`src/rtl/powlib_cntr_flag_ff.sv`:
```
// Counter, set/clear flag and data flip-flop. Each of the three is independent,
// registered, and reset synchronously by an active-low rst.
module powlib_cntr_flag_ff #(
  parameter int unsigned CNTR_W    = 8,
  parameter int unsigned CNTR_INIT = 0,
  parameter bit          CNTR_ELD  = 1'b0,
  parameter bit          FLAG_INIT = 1'b1,
  parameter int unsigned FF_W      = 8,
  parameter int unsigned FF_INIT   = 0,
  parameter bit          FF_EVLD   = 1'b0
) (
  input  logic              clk,
  input  logic              rst,
  input  logic              cntr_adv,
  input  logic              cntr_clr,
  input  logic              cntr_ld,
  input  logic [CNTR_W-1:0] cntr_ldval,
  output logic [CNTR_W-1:0] cntr,
  input  logic              flag_set,
  input  logic              flag_clr,
  output logic              flag_q,
  input  logic [FF_W-1:0]   ff_d,
  input  logic              ff_vld,
  output logic [FF_W-1:0]   ff_q
);

  localparam logic [CNTR_W-1:0] CNTR_RST = CNTR_W'(CNTR_INIT);
  localparam logic [FF_W-1:0]   FF_RST   = FF_W'(FF_INIT);

  logic [CNTR_W-1:0] cntr_nxt;
  logic              flag_nxt;
  logic [FF_W-1:0]   ff_nxt;

  // Clear beats load beats advance; the increment wraps naturally at 2^CNTR_W.
  always_comb begin
    // NOTE: default first so every path assigns cntr_nxt and no latch is inferred.
    cntr_nxt = cntr;
    if (cntr_clr)
      cntr_nxt = CNTR_RST;
    else if (CNTR_ELD && cntr_ld)
      cntr_nxt = cntr_ldval;
    else if (cntr_adv)
      cntr_nxt = cntr + CNTR_W'(1);
  end

  // Set wins over clear when both are requested.
  always_comb begin
    flag_nxt = flag_q;
    if (flag_set)
      flag_nxt = 1'b1;
    else if (flag_clr)
      flag_nxt = 1'b0;
  end

  always_comb begin
    ff_nxt = ff_q;
    if (!FF_EVLD || ff_vld)
      ff_nxt = ff_d;
  end

  // NOTE: reset is tested inside the clocked block only (synchronous), and all
  // state uses non-blocking assignments so every register samples pre-edge values.
  always_ff @(posedge clk) begin
    if (!rst) begin
      cntr   <= CNTR_RST;
      flag_q <= FLAG_INIT;
      ff_q   <= FF_RST;
    end else begin
      cntr   <= cntr_nxt;
      flag_q <= flag_nxt;
      ff_q   <= ff_nxt;
    end
  end

endmodule

```
`config.mk`:
```
export PLATFORM = sky130hd
export DESIGN_NAME = powlib_cntr_flag_ff
export DESIGN_NICKNAME = d
export VERILOG_FILES = /design/src/rtl/powlib_cntr_flag_ff.sv
export SDC_FILE = /design/constraint.sdc
export NUM_CORES = 1
export LEC_CHECK = 0
export CORE_MARGIN = 5
export CORE_UTILIZATION = 30
export DETAILED_ROUTE_END_ITERATION = 8
export GPL_ROUTABILITY_DRIVEN = 0
export PLACE_DENSITY_LB_ADDON = 0.12
export SKIP_LAST_GASP = 1
export SLEW_MARGIN = 10
export SYNTH_ARGS = -nofsm -noshare
export SYNTH_HDL_FRONTEND = slang
export SYNTH_SLANG_ARGS = --single-unit
```
`constraint.sdc`:
```
create_clock -name clk -period 1.1 [get_ports clk]
set_input_delay 0.33 -clock clk [delete_from_list [all_inputs] [get_ports clk]]
set_output_delay 0.33 -clock clk [all_outputs]
set_load 0.05 [all_outputs]
```
==> results.sh <==
export IMPL_placedCellCount=118
export IMPL_drt_iter0_markers=2
export IMPL_synthAdderAreaFrac_pct=2.12
export IMPL_yosysWarningCount=0
export IMPL_finalHoldWorstSlack_ns=0.514
export IMPL_ir_drop_v=0.000926
export IMPL_synthXorXnorAreaFrac_pct=5.94
export IMPL_top_usage_layer="met2"
export IMPL_drtPass1Iterations=3
export IMPL_fin_skew_ns=0.00482
export IMPL_power_density_mw_per_mm2=921
export IMPL_synth_compound_area_share_pct=5.10
export IMPL_report_final_setup_viol=13
export IMPL_portBuffers=30
export IMPL_cp_required_ns=0.77
export IMPL_synth_area_um2=589
export IMPL_synth_seq_cells=17
export IMPL_use_met3_pct=5.72
export IMPL_max_cap_viol_count=0
export IMPL_h_tree_depth=1
export IMPL_fin_ws_ns=-0.122
export IMPL_synth_top_area_cell="dfxtp_1"
export IMPL_synthTopCellsByCount="17 x dfxtp_1, 8 x and2_1, 5 x nor2_1"
export IMPL_synth_most_common_cell="dfxtp_1"
export IMPL_grt_overflow=0
export IMPL_cp_max_fo=2
export IMPL_synth_top_area_share_pct=57.7
export IMPL_clock_fmax_ghz=0.818
export IMPL_hpwlAfterDp_mm=1.23
export IMPL_viasPerCell=4.43
export IMPL_synth_top_family_by_area="simple AND/OR/NAND/NOR gates"
export IMPL_die_y_um=54.3
export IMPL_synth_area_mux_share_pct=1.70
export IMPL_syn_nets=82
export IMPL_grt_pass1_wl_mm=2.66
export IMPL_grt_max_degree=10
export IMPL_min_period_over_period_pct=111
export IMPL_clk_pin_slew_ns=0.10
export IMPL_antenna_found_initial=0
export IMPL_synthCells=57
export IMPL_p_leak_nw=0.519
export IMPL_path_class="reg2out"
export IMPL_slew_violations=0
export IMPL_hold_viol_final=0
export IMPL_avgRoutedWirePerCell_um=12.1
export IMPL_grt_usage_pct=13.0
export IMPL_drc=0
export IMPL_n_fill_cell=156
export IMPL_nets=130
export IMPL_synth_simple_gate_area_share_pct=25.5
export IMPL_hold_class="reg2reg"
export IMPL_fin_area_mm2=0.00133
export IMPL_post_route_min_period_ns=1.22
export IMPL_post_route_util_pct=69.1
export IMPL_initial_core_util_pct=30.7
export IMPL_antenna_left=0
export IMPL_end_kind="output pin"
export IMPL_ys_dominant_reg_cell="dfxtp_1"
export IMPL_cts_path_max_buffers=2
export IMPL_core_mm2=0.00192
export IMPL_status="finished with violations"
export IMPL_total_power_w=0.00122
export IMPL_vias=580
export IMPL_antennaDiodeCount=0
export IMPL_cts_made_buffers=3
export IMPL_dieArea_mm2=0.00295
export IMPL_violations="negative setup slack"
export IMPL_layout_cells_non_filler=131
export IMPL_synth_seq_area_share_pct=57.7
export IMPL_cts_root_buf="clkbuf_4"
export IMPL_drive_gt1_share_pct=57.7
export IMPL_rows=16
export IMPL_cp_start_kind="flop"
export IMPL_rsz0062_at_grt="yes"
export IMPL_cts_tree="done"
export IMPL_async_flop_share_pct=0
export IMPL_clk_latency_ns=0.28
export IMPL_area_growth_pct=125
export IMPL_arrival_ns=0.89
export IMPL_die_width_um=54.3
export IMPL_worst_pin_slew_ns=0.237
export IMPL_grt_util_met2_pct=22.1
export IMPL_grt_use_met1_pct=13.5
export IMPL_io_pins=41
export IMPL_synth_edf_count=0
export IMPL_syn_area_per_cell_um2=10.3
export IMPL_synth_area_leaders="dfxtp_1 58%, and2_1 8.5%, xor2_1 4.5%, nor2_1 3.2%, or3_1 3.2%"
export IMPL_synthDistinctLibCells=18
export IMPL_grt_pass1_vias=610
export IMPL_clkSinkCount=17
export IMPL_detailed_place_area_mm2=0.00118
export IMPL_drt_total_wl_mm=1.59
export IMPL_relSlewSlack_pct=84.1
[placed cells by master (no fill, tap or decap), types with 2 or more instances in the layout]
master,Yosys,routed
dfxtp_4,0,7
nand2b_1,2,2
nor2_1,5,5
buf_4,1,11
and2_1,8,8
buf_12,0,18
buf_6,0,3
dfxtp_2,0,10
or3_4,0,2
clkdlybuf4s50_1,0,12
a21oi_2,0,2
clkbuf_4,0,3
o21ai_0,3,3
nand4_1,2,2
xor2_1,3,3
[cell families (layout without fill, tap and decap cells)]
| logic type | after synthesis | in the layout |
|---|---|---|
| adder cells (fa/ha/maj) | 1 | 1 |
| XOR/XNOR | 4 | 4 |
| AND/OR/NAND/NOR | 26 | 26 |
| flip-flops | 17 | 17 |
| multiplexers | 1 | 1 |
| AO/OA/AOI/OAI | 6 | 6 |
| buffers and inverters | 2 | 49 |
[report_power, final]
group	switching, W	leakage [nW]	internal (W)
logic	0.000112	0.357	0.000145
registers	0.0000170	0.147	0.000623
clock network	0.000186	0.0150	0.000141
total	0.000314	0.519	0.000910
[flip-flops by register name (all words and copies together) (netlist names)]
name    count
flag_q      1
ff_q        8
cntr        8
[path summary, 6_finish.rpt]
check             cells past startpoint  slack (ns)    start       to
setup / recovery                      2       -0.12  cntr[2]  cntr[2]
hold / removal                        2        0.51   flag_q   flag_q
setup reg to reg                      5       -0.09  cntr[0]  cntr[6]
hold reg to reg                       2        0.51   flag_q   flag_q
[per-stage QoR]
| step | setup WS (ns) | TNS [ns] |
|---|---|---|
| finish | -0.122 | -0.702 |
| global route | -0.155 | -1.54 |
| CTS | -0.132 | -0.846 |
| detailed placement | -0.483 | -3.71 |
| global placement | -0.421 | -3.23 |
| floorplan | -0.0519 | -0.0519 |
[cell type report]
cell class	count	area [µm²]	area share, %
Clock buffer	4	26.3	1.98
Multi-Input combinational cell	38	284	21.4
Timing Repair Buffer	45	606	45.6
Sequential cell	17	379	28.5
Tap cell	27	33.8	2.54
[what timing repair did]
item | 4_1_cts | 5_1_grt
hold buffers | 0 | 0
endpoints found under the setup margin | 24 | 23
endpoints found under the hold margin | 0 | 0
pin swaps | 1 | 2
gates resized for setup | 13 | 6
buffers inserted | 9 | 0
[layer usage]
metal  routed length, µm  share of wire (%)  vias to the layer above
li1                    -                  -                      290
met1                 538                 34                      265
met2                 873                 55                       21
met3                 142                9.0                        4
met4                  31                2.0                        0
met5                   0                  0                        -
[critical path: stages, from the launching register on]
cell,delay (ns)
dfxtp_4,0.36
buf_6,0.11
buf_12,0.14
Note: power is estimated with default switching activity, not from simulation.
